--- src/rtl/return_addr_stack_pkg.sv ---
// Shared core configuration for the return-address stack predictor.
// Address width and stack geometry used by every RAS file.
package return_addr_stack_pkg;
    localparam int XLEN       = 64;
    localparam int STACK_SIZE = 16;
    localparam int PTR_W      = $clog2(STACK_SIZE);
endpackage

--- src/rtl/return_addr_stack_if.sv ---
// Pipeline control and link-address bundle seen by the RAS.
// The pipeline side is master; the RAS itself is the slave.
interface return_addr_stack_if;
    import return_addr_stack_pkg::*;

    logic            StallF;
    logic            StallD;
    logic            StallE;
    logic            StallM;
    logic            FlushD;
    logic            FlushE;
    logic            FlushM;
    logic            BPReturnWrongD;
    logic            ReturnD;
    logic            ReturnE;
    logic            CallE;
    logic            BPReturnF;
    logic [XLEN-1:0] PCLinkE;
    logic [XLEN-1:0] RASPCF;

    modport master (
        output StallF, StallD, StallE, StallM,
        output FlushD, FlushE, FlushM,
        output BPReturnWrongD, ReturnD, ReturnE,
        output CallE, BPReturnF, PCLinkE,
        input  RASPCF
    );

    modport slave (
        input  StallF, StallD, StallE, StallM,
        input  FlushD, FlushE, FlushM,
        input  BPReturnWrongD, ReturnD, ReturnE,
        input  CallE, BPReturnF, PCLinkE,
        output RASPCF
    );
endinterface

--- src/rtl/return_addr_stack_flopenr.sv ---
// Enabled register with asynchronous active-low clear.
module return_addr_stack_flopenr #(
    parameter int WIDTH = 4
) (
    input  logic             clk,
    input  logic             reset_n,
    input  logic             en,
    input  logic [WIDTH-1:0] d,
    output logic [WIDTH-1:0] q
);
    always_ff @(posedge clk or negedge reset_n) begin
        if (!reset_n) q <= '0;
        else if (en)  q <= d;
    end
endmodule

--- src/rtl/return_addr_stack_mux2.sv ---
// Two-input selector, d1 when s is high.
module return_addr_stack_mux2 #(
    parameter int WIDTH = 4
) (
    input  logic [WIDTH-1:0] d0,
    input  logic [WIDTH-1:0] d1,
    input  logic             s,
    output logic [WIDTH-1:0] y
);
    assign y = s ? d1 : d0;
endmodule

--- src/rtl/return_addr_stack.sv ---
// Return-address stack: calls push link PCs, predicted returns pop,
// and mispredicted or flushed returns repair the pointer.
module return_addr_stack
    import return_addr_stack_pkg::*;
(
    input  logic               clk,
    input  logic               reset_n,
    return_addr_stack_if.slave ras
);
    logic [PTR_W-1:0] ptr;
    logic [PTR_W-1:0] next_ptr;
    logic [PTR_W-1:0] step;
    logic [XLEN-1:0]  mem [STACK_SIZE];

    logic pop_f, push_e, wrong_ret_d, flushed_ret_de;
    logic repair_d, inc_repair, dec_repair;
    logic enable, dec;
    logic unused_stall_f;

    assign unused_stall_f = ras.StallF;

    assign pop_f       = ras.BPReturnF & ~ras.StallD & ~ras.FlushD;
    assign push_e      = ras.CallE & ~ras.StallM & ~ras.FlushM;
    assign wrong_ret_d = ras.BPReturnWrongD & ~ras.StallE & ~ras.FlushE;

    assign flushed_ret_de = (~ras.StallE & ras.FlushE & ras.ReturnD)
                          | (ras.FlushM & ras.ReturnE);

    assign repair_d   = wrong_ret_d | flushed_ret_de;
    assign inc_repair = flushed_ret_de | (wrong_ret_d & ~ras.ReturnD);
    assign dec_repair = wrong_ret_d & ras.ReturnD;

    // Increment-repair wins over any pop; a push never blocks a decrement.
    assign enable = pop_f | push_e | repair_d;
    assign dec    = (pop_f | dec_repair) & ~inc_repair;

    return_addr_stack_mux2 #(.WIDTH(PTR_W)) u_step_mux (
        .d0 (PTR_W'(1)),
        .d1 ({PTR_W{1'b1}}),
        .s  (dec),
        .y  (step)
    );

    assign next_ptr = ptr + step;

    return_addr_stack_flopenr #(.WIDTH(PTR_W)) u_ptr_reg (
        .clk     (clk),
        .reset_n (reset_n),
        .en      (enable),
        .d       (next_ptr),
        .q       (ptr)
    );

    always_ff @(posedge clk or negedge reset_n) begin
        if (!reset_n) begin
            for (int i = 0; i < STACK_SIZE; i++) mem[i] <= '0;
        end else if (push_e) begin
            mem[next_ptr] <= ras.PCLinkE;
        end
    end

    assign ras.RASPCF = mem[ptr];
endmodule

--- src/flat_wrapper.sv ---
// flat-port wrapper written by rule: the top's interface ports become plain ports
module return_addr_stack_flat import return_addr_stack_pkg::*;
  (clk, reset_n, ras_StallF, ras_StallD, ras_StallE, ras_StallM, ras_FlushD, ras_FlushE, ras_FlushM, ras_BPReturnWrongD, ras_ReturnD, ras_ReturnE, ras_CallE, ras_BPReturnF, ras_PCLinkE, ras_RASPCF);
  return_addr_stack_if ras_i ();
  input  logic clk;
  input  logic reset_n;
  input wire logic [$bits(ras_i.StallF)-1:0] ras_StallF;
  input wire logic [$bits(ras_i.StallD)-1:0] ras_StallD;
  input wire logic [$bits(ras_i.StallE)-1:0] ras_StallE;
  input wire logic [$bits(ras_i.StallM)-1:0] ras_StallM;
  input wire logic [$bits(ras_i.FlushD)-1:0] ras_FlushD;
  input wire logic [$bits(ras_i.FlushE)-1:0] ras_FlushE;
  input wire logic [$bits(ras_i.FlushM)-1:0] ras_FlushM;
  input wire logic [$bits(ras_i.BPReturnWrongD)-1:0] ras_BPReturnWrongD;
  input wire logic [$bits(ras_i.ReturnD)-1:0] ras_ReturnD;
  input wire logic [$bits(ras_i.ReturnE)-1:0] ras_ReturnE;
  input wire logic [$bits(ras_i.CallE)-1:0] ras_CallE;
  input wire logic [$bits(ras_i.BPReturnF)-1:0] ras_BPReturnF;
  input wire logic [$bits(ras_i.PCLinkE)-1:0] ras_PCLinkE;
  output wire logic [$bits(ras_i.RASPCF)-1:0] ras_RASPCF;
  assign ras_i.StallF = ras_StallF;
  assign ras_i.StallD = ras_StallD;
  assign ras_i.StallE = ras_StallE;
  assign ras_i.StallM = ras_StallM;
  assign ras_i.FlushD = ras_FlushD;
  assign ras_i.FlushE = ras_FlushE;
  assign ras_i.FlushM = ras_FlushM;
  assign ras_i.BPReturnWrongD = ras_BPReturnWrongD;
  assign ras_i.ReturnD = ras_ReturnD;
  assign ras_i.ReturnE = ras_ReturnE;
  assign ras_i.CallE = ras_CallE;
  assign ras_i.BPReturnF = ras_BPReturnF;
  assign ras_i.PCLinkE = ras_PCLinkE;
  assign ras_RASPCF = ras_i.RASPCF;
  return_addr_stack u_core (.clk(clk), .reset_n(reset_n), .ras(ras_i));
endmodule
--- config.mk ---
export PLATFORM = sky130hd
export DESIGN_NAME = return_addr_stack_flat
export DESIGN_NICKNAME = d
export VERILOG_FILES = /design/src/rtl/return_addr_stack_pkg.sv /design/src/rtl/return_addr_stack_if.sv /design/src/rtl/return_addr_stack_flopenr.sv /design/src/rtl/return_addr_stack_mux2.sv /design/src/rtl/return_addr_stack.sv /design/src/flat_wrapper.sv
export SDC_FILE = /design/constraint.sdc
export NUM_CORES = 1
export LEC_CHECK = 0
export CORE_ASPECT_RATIO = 1.25
export CORE_MARGIN = 8
export CORE_UTILIZATION = 35
export DETAILED_ROUTE_END_ITERATION = 8
export PLACE_DENSITY_LB_ADDON = 0.12
export SLEW_MARGIN = 20
export SYNTH_ARGS = -nofsm -noshare
export SYNTH_HDL_FRONTEND = slang
export SYNTH_SLANG_ARGS = --single-unit
--- constraint.sdc ---
create_clock -name clk -period 3.54 [get_ports clk]
set_clock_uncertainty 0.1 [all_clocks]
set_input_delay 0.354 -clock clk [delete_from_list [all_inputs] [get_ports clk]]
set_output_delay 0.354 -clock clk [all_outputs]
set_load 0.02 [all_outputs]
After elaboration in Yosys (flattened, before gate mapping)
Cells that the tools add are included.
{ "totals": {"register_bits": 1028, "input_bits": 78, "output_inout_bits": 64, "elab_cells": 57} }
{ "classes": {"add_sub_neg": 1, "n_lt_le_gt_ge": 3, "mux": 7, "n_bitwise": 28, "reduce_logical": 1} }
{ "ops": {"columns": ["op", "n"], "rows": [
  ["$bwmux 1024", 1],
  ["$bmux 64 s4", 1],
  ["$demux 64 s4", 1],
  ["$mux 64", 3],
  ["$and 1x1->1", 12],
  ["$ge 5x5->1 const B", 2],
  ["$not 4->5", 2],
  ["$not 1->1", 8],
  ["$or 1x1->1", 6],
  ["$lt 5x1->1 const B", 1],
  ["$add 4x4->4", 1],
  ["$mux 4", 1],
  ["$logic_and 1x1->1", 1]
]} }

Longest topological paths before layout
Gate-level depths: netlist (run 1).
{ "logic_depth": {"ltp_word": 15, "ltp_mapped": 12, "ltp_nobuf": 10} }

Hierarchy
From an unflattened synthesis (run 1), not the netlist that was laid out.
{ "unflattened": {"cells_unflattened": 3092, "hier_area_um2": 46982.6} }
{ "modules_own_cells": {"columns": ["mod", "n_inst", "cells_per_inst", "area_each_um2"], "rows": [
  ["return_addr_stack", 1, 3080, 46792.4],
  ["return_addr_stack_flopenr", 1, 8, 145.1],
  ["return_addr_stack_mux2", 1, 4, 45.0]
]} }

Worst setup path before layout (run 1)
OpenSTA, ideal clock, no wires.
{ "synth_path": {"path_kind": "register -> register", "from": "register u_core.u_ptr_reg.q[0]", "to": "register u_core.mem[723] in the netlist's numbering", "setup_time_ns": 0.125, "arrival_time_ns": 3.649, "path_slack_ns": -0.334, "path_stages_with_launch": 11, "path_buffers": 4, "path_cell_list": "dfrtp_1 buf_2 clkbuf_1 buf_1 inv_1 fa_1 xnor2_1 nand3_1 nor3_4 buf_6 mux2_2"} }
{ "synth_between": {"elab_chain_cells": 7} }
{ "synth_rtl": {"columns": ["item", "line_no", "rtl"], "rows": [
  ["start: declaration", "return_addr_stack_flopenr.sv:9", "output logic [WIDTH-1:0] q"],
  ["start signal: assignment", "return_addr_stack_flopenr.sv:12", "if (!reset_n) q <= '0;"],
  ["start signal: assignment", "return_addr_stack_flopenr.sv:13", "else if (en) q <= d;"],
  ["$add 4x4->4 *", "return_addr_stack.sv:44", "assign next_ptr = ptr + step;"],
  ["via u_core.next_ptr[0]", "return_addr_stack.sv:11", "logic [PTR_W-1:0] next_ptr;"],
  ["$not 4->5 (not written as such) *", "return_addr_stack.sv:58", "mem[next_ptr] <= ras.PCLinkE;"],
  ["$ge 5x5->1 (not written as such) or $lt 5x1->1 (tied branches)", "return_addr_stack.sv:58", null],
  ["$logic_and 1x1->1 (not written as such)", "return_addr_stack.sv:58", null],
  ["$mux 64 (not written as such)", "return_addr_stack.sv:58", null],
  ["$demux 64 s4 *", "return_addr_stack.sv:58", null],
  ["$bwmux 1024 *", "return_addr_stack.sv:58", null],
  ["end signal: indexed assignment", "return_addr_stack.sv:58", null],
  ["end: declaration", "return_addr_stack.sv:13", "logic [XLEN-1:0] mem [STACK_SIZE];"]
]} }
Mark *: on every way through the listed nets, which the timed path passes. The rest lies on a longest branch.
A chain may end at the register's enable or synchronous reset.

Worst setup path after layout (run 1)
{ "layout_path": {"from": "input port ras_StallE", "to": "register u_core.mem[879] in the netlist's numbering"} }
{ "layout_between": {"elab_chain_cells": 15} }
{ "layout_rtl": {"columns": ["item", "line_no", "rtl"], "rows": [
  ["start: declaration", "flat_wrapper.sv:9", "input wire logic [$bits(ras_i.StallE)-1:0] ras_StallE;"],
  ["$not 1->1 *", "return_addr_stack.sv:24, return_addr_stack.sv:26", null],
  ["$and 1x1->1, on equally long branches (2 in a row)", "return_addr_stack.sv:26, return_addr_stack.sv:24", null],
  ["$or 1x1->1 or $and 1x1->1 (tied branches)", "return_addr_stack.sv:27, return_addr_stack.sv:30", null],
  ["$or 1x1->1", "return_addr_stack.sv:30", "assign inc_repair = flushed_ret_de | (wrong_ret_d & ~ras.ReturnD);"],
  ["$not 1->1", "return_addr_stack.sv:35", "assign dec = (pop_f | dec_repair) & ~inc_repair;"],
  ["$and 1x1->1 *", "return_addr_stack.sv:35", null],
  ["$mux 4 *", "return_addr_stack_mux2.sv:10", "assign y = s ? d1 : d0;"],
  ["$add 4x4->4 *", "return_addr_stack.sv:44", null],
  ["$not 4->5 (not written as such) *", "return_addr_stack.sv:58", null],
  ["$ge 5x5->1 (not written as such) or $lt 5x1->1 (tied branches)", "return_addr_stack.sv:58", null],
  ["$logic_and 1x1->1 (not written as such)", "return_addr_stack.sv:58", null],
  ["$mux 64 (not written as such)", "return_addr_stack.sv:58", null],
  ["$demux 64 s4 *", "return_addr_stack.sv:58", null],
  ["$bwmux 1024 *", "return_addr_stack.sv:58", null]
]} }
Mark *: on every way between the ends. The rest lies on a longest branch, timed or not.

==> impl_metrics.py, run 1 <==
metrics = {
    "run_status": {
        "outcome": "finished, final reports clean",
    },
    "pwr": {
        "swShare": 0.303,
        "ir_worst_vdd_v": 0.000368,
        "internal_power_w": 0.0332,
        "power_leakage_nw": 25.3,
        "combPwrFrac": 0.373,
        "switchingPower_w": 0.0145,
        "p_seq_frac": 0.383,
        "powerDensity_nw_per_um2": 851,
        "clkPwrFrac": 0.244,
    },
    "synth": {
        "syn_area_sq_um": 46500,
        "synthTopCellsByCount": "1,028 x dfrtp_1, 933 x mux2_2, 320 x mux4_2",
        "ys_seq_elements": 1028,
        "syn_nets": 2753,
        "synthCells": 2668,
        "yosys_warnings": 0,
        "synth_top_area_frac": 0.554,
        "synth_area_leaders": "dfrtp_1 55%, mux2_2 23%, mux4_2 16%, mux2_1 1.3%, mux2_4 1.2%",
        "seq_area_frac_synth": 0.554,
        "synth_most_common_cell": "dfrtp_1",
        "synth.avg_cell_area_sq_um": 17.4,
        "synth-main-ff-cell": "dfrtp_1",
        "synth_top_cell_by_area": "dfrtp_1",
        "synth_edf_count": 0,
        "ys_types": 34,
        "ys_async_sr_fraction": 1.00,
    },
    "worst_hold_path": {
        "hold_class": "in -> async",
    },
    "route": {
        "dr_total_vias": 24995,
        "via_per_inst": 5.26,
        "route.met3.wl_mm": 3.98,
        "dr_wl_met2_mm": 64.6,
        "drc": 0,
        "maxUsedRoutingLayer": "met4",
        "drtIter0Drc": 1180,
        "dr.pass1.iters": 6,
        "met1_length_mm": 52.6,
        "ant_nets": 0,
        "wl_per_cell_um": 26.1,
        "drt_wl_total_mm": 124,
    },
    "floorplanning": {
        "core-area_sq_um": 132000,
        "die_w_um": 342,
        "die-height_um": 423,
        "pin_count": 142,
        "rows": 149,
        "initial_core_util": 0.352,
        "dieArea_sq_um": 145000,
    },
    "sta": {
        "finalMaxSlewViolations": 0,
        "fin_crit_sh": 0.979,
        "timing.fmax_mhz": 289,
        "setup_violations": 0,
        "tightest_slew_ns": 0.928,
        "fin_setup_tns_ns": 0,
        "fin_crit_ns": 3.46,
        "rsz0062_at_grt": "true",
        "hold_ws_ns": 0.0771,
        "hold_violations": 0,
        "max_slew_margin": 0.381,
    },
    "placed_design": {
        "gp_congestion": 0.731,
        "dp_hpwl_mm": 78.0,
        "dp_cells": 4494,
        "io_buffer_count": 140,
    },
    "global_routing": {
        "grt_pass1_vias": 28570,
        "grt_pass1_wl_mm": 192,
        "antenna_found_initial": 8,
        "gr-total-overflow": 0,
        "track_usage": 0.173,
        "grt_max_degree": 157,
    },
    "clocking": {
        "htreeDepth": 3,
        "worst_skew_pair.late_latency_ns": 0.70,
        "cts_tree": "done",
        "root_buffer": "clkbuf_16",
        "clkTransAtPathRegs_ns": 0.06,
        "numCtsBuffers": 110,
        "cts_buffer_depth": 3,
        "cts_sinks": 1028,
    },
    "final_layout": {
        "area_growth_pct": 20.6,
        "drive_gt1_frac": 0.594,
        "fin_util": 0.425,
        "final_net_count": 3004,
        "layout.cells.non_filler": 4752,
    },
    "critical_path": {
        "endpoint_kind": "flip-flop",
        "critPathMaxFanout": 15,
        "cp_data_arrival_time_ns": 3.95,
        "path_class": "in -> reg",
        "cp-start-kind": "input pin",
        "reg2regPathDepth": 12,
        "cp.required_ns": 4.03,
    },
    "flow_run": {
        "max_cap_viol_count": 0,
    },
}
routing by layer:
metal,track usage,up-vias
met4,0.0483,0
met1,0.223,13891
met2,0.304,394
li1,-,10553
met3,0.0252,157
met5,0,-
through the flow:
step | setup slack [ns] | instance area, sq um | power [W]
floorplan | 0.0232 | 46600 | 0.0294
global placement | -0.670 | 51600 | 0.0352
detailed placement | -0.613 | 51600 | 0.0358
CTS | -0.0979 | 55900 | 0.0484
global route | -0.0209 | 56000 | 0.0504
finish | 0.0759 | 56000 | 0.0477
layout by cell type, fill, tap and decap left out, types with 2 or more instances in the layout:
cell	Yosys	final
a21oi_4	0	8
buf_12	0	110
buf_16	0	21
buf_2	52	43
buf_4	0	97
buf_6	48	10
buf_8	0	3
bufbuf_16	0	4
bufinv_16	0	5
clkbuf_1	114	28
clkbuf_16	0	112
clkbuf_8	0	30
clkdlybuf4s15_1	0	4
clkdlybuf4s15_2	0	4
clkdlybuf4s50_1	0	75
clkinv_2	0	21
clkinv_8	0	3
clkinvlp_4	0	2
dfrtp_1	1028	1024
dfrtp_4	0	4
diode_2	0	6
dlygate4sd2_1	0	2
ha_1	6	4
ha_4	0	2
inv_1	4	3
inv_16	0	2
mux2_1	55	55
mux2_2	933	933
mux2_4	37	37
mux4_2	320	320
nand2_1	2	2
nand3_1	8	8
nor2_1	2	2
nor3_4	8	8
xnor2_1	2	2
final timing paths:
kind | start | end | slack (ns)
setup / recovery | ras_StallE | u_core.mem[879] | 0.08
hold / removal | reset_n | u_core.mem[775] | 0.08
setup reg to reg | u_core.u_ptr_reg.q[0] | u_core.mem[879] | 0.17
hold reg to reg | u_core.mem[927] | u_core.mem[927] | 0.38
max in group asynchronous | reset_n | u_core.mem[496] | 1.88
min in group clk | u_core.mem[927] | u_core.mem[927] | 0.38
worst max-delay path, stage by stage:
cell,delay [ns]
clkdlybuf4s50_1,0.47
nor3b_4,0.28
mux2i_4,0.31
or2_4,0.17
inv_2,0.06
ha_4,0.22
a21o_1,0.19
o21ai_0,0.39
buf_4,0.21
a211oi_4,0.07
buf_12,0.16
nor3_4,0.23
buf_4,0.24
buf_12,0.21
mux2_2,0.36
power by group through the flow:
stage | Sequential (W) | Clock, W | Combinational [W]
after floorplan | 0.0175 | 0 | 0.0119
after global routing | 0.0188 | 0.0125 | 0.0191
after global placement | 0.0181 | 0 | 0.0170
final | 0.0183 | 0.0116 | 0.0178
after CTS | 0.0183 | 0.0120 | 0.0181
after detailed placement | 0.0185 | 0 | 0.0173
final cells by class:
type	instances	area (sq um)
tap	1736	2170
multi-input combinational	1400	19500
sequential	1028	25700
clock buffer	170	3320
inverter	4	15.0
clock inverter	33	359
antenna	6	15.0
timing repair buffer	375	4880
fill	11523	75800
cell families (layout without fill, tap and decap cells):
| family | count (synthesis) | count (layout) | synth area share |
|---|---|---|---|
| muxes | 1346 | 1346 | 0.407 |
| DFF | 1028 | 1028 | 0.554 |
| buffers and inverters | 240 | 582 | 0.0285 |
| and+or+nand+nor | 27 | 27 | 0.00525 |
| AOI/OAI and AO/OA | 17 | 17 | 0.00312 |
| adders and majority gates | 7 | 7 | 0.00205 |
| xor gates and xnor gates | 3 | 3 | 0.000566 |
| other | 0 | 6 | 0 |
repair_timing:
action / CTS / global route
endpoints found under the hold margin: 176 / 0
resized for setup: 259 / 32
setup endpoints to repair: 64 / 13
buffers inserted: 23 / 12
hold buffers: 1 / 0
gates cloned: 13 / 0
state kept, by name, summed over array words and instances (netlist names):
register            count
u_core.u_ptr_reg.q      4
u_core.mem           1024
(Power assumes the default switching activity.)
==> run 2: changes to the inputs <==
CELL_PAD_IN_SITES_DETAIL_PLACEMENT = 0   (was default)
CELL_PAD_IN_SITES_GLOBAL_PLACEMENT = 2   (was default)
CTS_CLUSTER_DIAMETER = 30   (was default)
==> run 2 against run 1 <==
  * Design area grew 9.4%
  * Die area is the same
  * First-iteration DRC count shrank 15%
  * Hold slack gained 0.012 ns
  * Critical endpoint is now ras_RASPCF[36]
  * Largest cell class unchanged
==> impl_metrics.py, run 2 (same netlist as run 1, synthesis figures left out) <==
metrics = {
    "clocking": {
        "root_buffer": "clkbuf_16",
        "worst_skew_pair.late_latency_ns": 0.80,
        "htreeDepth": 4,
        "cts_buffer_depth": 3,
        "cts_tree": "done",
        "clkTransAtPathRegs_ns": 0.05,
        "cts_sinks": 1028,
        "numCtsBuffers": 234,
    },
    "final_layout": {
        "reg.largest.list": "u_core.mem (1024), u_core.u_ptr_reg.q (4)",
        "multi_input_area_sq_um": 19500,
        "largest_reg_flops": 1024,
        "fin_util": 0.465,
        "area_growth_pct": 31.9,
        "drive_gt1_frac": 0.625,
        "register_area_sq_um": 25700,
        "design_area_sq_um": 61300,
        "final_cell_mix": "1,024 x dfrtp_1, 933 x mux2_2, 320 x mux4_2",
        "regMostFlops": "u_core.mem",
        "fillers": 11163,
        "final_net_count": 3138,
        "final_common_cell": "dfrtp_1",
    },
    "run_status": {
        "outcome": "finished, final reports clean",
    },
    "sta": {
        "fin_crit_ns": 3.52,
        "fin_setup_tns_ns": 0,
        "rsz0062_at_grt": "true",
        "timing.fmax_mhz": 284,
        "max_slew_margin": 0.367,
        "tightest_slew_ns": 0.949,
        "finalMaxSlewViolations": 0,
        "worst_slack_ns": 0.0222,
        "setup_violations": 0,
        "hold_violations": 0,
        "fin_crit_sh": 0.994,
    },
    "floorplanning": {
        "dieArea_sq_um": 145000,
        "die_w_um": 342,
        "initial_core_util": 0.352,
        "die-height_um": 423,
        "rows": 149,
        "pin_count": 142,
        "core-area_sq_um": 132000,
    },
    "critical_path": {
        "reg2regPathDepth": 11,
        "cp.required_ns": 3.09,
        "r2r_setup_slack_ns": 0.16,
        "critPathMaxFanout": 7,
        "critical-path-slowest-cell": "mux4_2",
        "worstReg2RegStart": "u_core.u_ptr_reg.q[1]",
        "path_buf_inv": 4,
        "path_class": "reg -> out",
        "crit_path_max_incr_delay_ns": 0.53,
        "cp_top_family": "multiplexers",
        "cp_data_arrival_time_ns": 3.06,
        "crit_chain": "buf_6 > buf_16 > buf_12 > mux4_2 > mux4_2 > buf_6",
        "startpoint": "u_core.u_ptr_reg.q[0]",
        "cp-start-kind": "flip-flop",
        "r2r-end": "u_core.mem[111]",
        "endpoint_kind": "primary output",
    },
    "global_routing": {
        "grt_pass1_wl_mm": 203,
        "grt_pass1_vias": 30341,
        "grt_max_degree": 103,
        "gr-total-overflow": 0,
        "antenna_found_initial": 7,
        "track_usage": 0.186,
    },
    "route": {
        "wl_per_cell_um": 26.5,
        "via_per_inst": 5.19,
        "drc": 0,
        "drt_wl_total_mm": 132,
        "drtIter0Drc": 1007,
        "ant_nets": 0,
        "dr_total_vias": 25911,
        "dr.pass1.iters": 5,
    },
    "placed_design": {
        "io_buffer_count": 140,
        "gp_congestion": 0.722,
        "dp_slack_ns": -0.801,
        "dp_hpwl_mm": 77.9,
        "place_area_sq_um": 51500,
    },
    "pwr": {
        "powerDensity_nw_per_um2": 984,
        "p_total_w": 0.0603,
        "power_leakage_nw": 27.8,
        "ir_worst_vdd_v": 0.000664,
    },
    "worst_hold_path": {
        "hold_class": "in -> async",
    },
    "flow_run": {
        "max_cap_viol_count": 0,
    },
}
## run 2: cell type report
type | instances | share of cell area
Clock buffer | 312 | 0.108
Inverter | 4 | 0.000245
Multi-Input combinational cell | 1400 | 0.319
Tap cell | 1736 | 0.0354
Sequential cell | 1028 | 0.420
Clock inverter | 125 | 0.0320
Antenna cell | 4 | 0.000163
Timing Repair Buffer | 385 | 0.0854
## run 2: worst reg2reg max path, cell delays in order (launching register included)
cell,delay [ns]
dfrtp_4,0.52
buf_4,0.17
ha_4,0.23
and3_4,0.15
or3_4,0.39
buf_4,0.15
a211o_1,0.32
buf_12,0.17
a21oi_4,0.33
buf_4,0.23
buf_12,0.16
mux2_2,0.36
## run 2: power breakdown
part           total [W]  leakage [nW]  switching [W]  internal, W
registers         0.0183          13.7        0.00221       0.0161
clock network     0.0230          4.18        0.00696       0.0161
logic             0.0190          9.93        0.00788       0.0111
total             0.0603          27.8         0.0171       0.0432
## run 2: worst max path at each step
stage | cells after the start | slack [ns] | end
6_report | 6 | 0.02 | ras_RASPCF[36]
5_1_grt | 6 | -0.06 | ras_RASPCF[36]
4_1_cts | 7 | -0.09 | ras_RASPCF[45]
3_5_place_dp | 14 | -0.80 | u_core.mem[165]
3_3_place_gp | 15 | -0.80 | u_core.mem[112]
2_1_floorplan | 11 | 0.02 | u_core.mem[790]
## run 2: through the flow
stage / hold slack, ns / std cells
finish: 0.0890 / 4994
global route: 0.153 / 4991
CTS: 0.0973 / 4989
detailed placement: 0.371 / 4494
global placement: 0.362 / 4494
floorplan: -0.0416 / 2668
## run 2: metal layers
metal / routed length, um / part of all wire / global-route usage / vias up
li1: - / - / - / 10922
met2: 69400 / 0.52 / 0.326 / 474
met4: 3260 / 0.025 / 0.0601 / 2
met1: 54900 / 0.41 / 0.231 / 14288
met5: 11 / 0.000083 / 0 / -
met3: 4830 / 0.037 / 0.0352 / 225
## run 2: repair_timing
action                                  4_1_cts  5_1_grt
pin swaps                                     0        1
endpoints found under the setup margin       64       67
cloned                                       22        1
hold buffers                                  1        0
hold endpoints to repair                     53        0
gates resized for setup                     398       21
buffers inserted                             36        6
==> run 3: changes to the inputs <==
SKIP_LAST_GASP = 1   (was default)
==> run 3 against run 2 <==
  * Global-route usage barely moved
  * Critical endpoint unchanged
  * Setup slack got worse by 0.017 ns
  * Maximum frequency fell by 0.49%
  * Critical path depth rose by 1
==> impl_metrics.py, run 3 (same netlist as run 1, synthesis figures left out) <==
metrics = {
    "clocking": {
        "numCtsBuffers": 234,
        "cts_tree": "done",
        "root_buffer": "clkbuf_16",
        "clkTransAtPathRegs_ns": 0.05,
        "htreeDepth": 4,
        "cts_sinks": 1028,
        "cts_buffer_depth": 3,
        "worst_skew_pair.late_latency_ns": 0.80,
    },
    "route": {
        "drtIter0Drc": 982,
        "dr.pass1.iters": 5,
        "ant_nets": 0,
        "drt_wl_total_mm": 133,
        "drc": 0,
        "dr_total_vias": 25931,
        "wl_per_cell_um": 26.6,
        "via_per_inst": 5.19,
    },
    "critical_path": {
        "cp_top_family": "multiplexers",
        "cp.required_ns": 3.09,
        "path_class": "reg -> out",
        "crit_chain": "buf_8 > buf_16 > buf_16 > buf_12 > mux4_2 > mux4_2 > buf_6",
        "cp-start-kind": "flip-flop",
        "cp_data_arrival_time_ns": 3.08,
        "worstReg2RegStart": "u_core.u_ptr_reg.q[1]",
        "critPathMaxFanout": 5,
        "critical-path-slowest-cell": "mux4_2",
        "crit_path_max_incr_delay_ns": 0.53,
        "path_buf_inv": 5,
        "endpoint_kind": "primary output",
        "startpoint": "u_core.u_ptr_reg.q[0]",
    },
    "final_layout": {
        "largest_reg_flops": 1024,
        "final_net_count": 3145,
        "area_growth_pct": 32.3,
        "final_common_cell": "dfrtp_1",
        "drive_gt1_frac": 0.626,
        "fillers": 11149,
        "final_cell_mix": "1,024 x dfrtp_1, 933 x mux2_2, 320 x mux4_2",
        "layout.cells.non_filler": 5000,
        "reg.largest.list": "u_core.mem (1024), u_core.u_ptr_reg.q (4)",
        "regMostFlops": "u_core.mem",
    },
    "flow_run": {
        "max_cap_viol_count": 0,
    },
    "sta": {
        "fin_crit_sh": 0.999,
        "setup_violations": 0,
        "timing.fmax_mhz": 283,
        "max_slew_margin": 0.362,
        "hold_violations": 0,
        "hold_ws_ns": 0.0841,
        "tightest_slew_ns": 0.957,
        "rsz0062_at_grt": "true",
        "fin_crit_ns": 3.54,
        "finalMaxSlewViolations": 0,
    },
    "pwr": {
        "ir_worst_vdd_v": 0.000666,
        "p_seq_frac": 0.302,
        "switchingPower_w": 0.0171,
        "p_total_w": 0.0605,
        "internal_power_w": 0.0434,
        "combPwrFrac": 0.317,
        "clkPwrFrac": 0.381,
        "power_leakage_nw": 27.8,
        "swShare": 0.283,
        "powerDensity_nw_per_um2": 985,
    },
    "floorplanning": {
        "initial_core_util": 0.352,
        "die-height_um": 423,
        "dieArea_sq_um": 145000,
        "rows": 149,
        "pin_count": 142,
        "die_w_um": 342,
        "core-area_sq_um": 132000,
    },
    "global_routing": {
        "track_usage": 0.186,
        "grt_pass1_vias": 30341,
        "antenna_found_initial": 7,
        "grt_max_degree": 103,
        "grt_pass1_wl_mm": 203,
        "gr-total-overflow": 0,
    },
    "placed_design": {
        "dp_cells": 4494,
        "dp_hpwl_mm": 77.9,
        "gp_congestion": 0.722,
        "io_buffer_count": 140,
    },
    "worst_hold_path": {
        "hold_class": "in -> async",
    },
    "run_status": {
        "outcome": "finished, final reports clean",
    },
}
-- run 3: power by group through the flow --
stage               registers, W  logic (W)  clock network, W
floorplan                 0.0175     0.0119                 0
global placement          0.0181     0.0172                 0
detailed placement        0.0184     0.0175                 0
CTS                       0.0183     0.0194            0.0235
global route              0.0188     0.0204            0.0242
finish                    0.0183     0.0192            0.0230
-- run 3: repair_timing --
| action | CTS | global route |
|---|---|---|
| endpoints found under the hold margin | 53 | 0 |
| resized for setup | 368 | 47 |
| pin swaps | 0 | 1 |
| gates cloned | 22 | 5 |
| hold buffers | 1 | 0 |
| endpoints found under the setup margin | 64 | 70 |
| setup buffers | 36 | 7 |
-- run 3: cell type report --
class                      instances  area (sq um)  share of cell area
timing repair buffer             392          5390              0.0877
clock inverter                   125          1960              0.0319
antenna                            3          7.51            0.000122
clock buffer                     312          6640               0.108
tap                             1736          2170              0.0353
sequential                      1028         25700               0.419
multi-input combinational       1400         19500               0.318
inverter                           4          15.0            0.000244
-- run 3: per-layer routing --
| layer | GRT usage | wire (um) | vias to the layer above |
|---|---|---|---|
| li1 | - | - | 10956 |
| met1 | 0.231 | 55000 | 14289 |
| met5 | 0 | 11 | - |
| met4 | 0.0605 | 3280 | 2 |
| met3 | 0.0353 | 4600 | 219 |
| met2 | 0.325 | 70200 | 465 |
-- run 3: worst paths after layout --
check / endpoint / slack, ns / cells after the start
hold / removal: u_core.mem[838] / 0.08 / 2
hold reg to reg: u_core.mem[890] / 0.38 / 1
setup reg to reg: u_core.mem[111] / 0.14 / 11
setup / recovery: ras_RASPCF[36] / 0.005 / 7
max in group asynchronous: u_core.mem[873] / 2.04 / 3
min in group clk: u_core.mem[890] / 0.38 / 1
-- run 3: metrics by stage --
stage / TNS, ns / area (sq um) / worst slack (ns) / util
after floorplan: 0 / 46600 / 0.0232 / -
after global placement: -604.19 / 51500 / -0.798 / 0.391
after detailed placement: -605.97 / 51500 / -0.801 / 0.391
after CTS: -2.52 / 61200 / -0.0877 / 0.465
after global routing: -1.20 / 61400 / -0.0738 / 0.466
final: 0 / 61500 / 0.00489 / 0.466
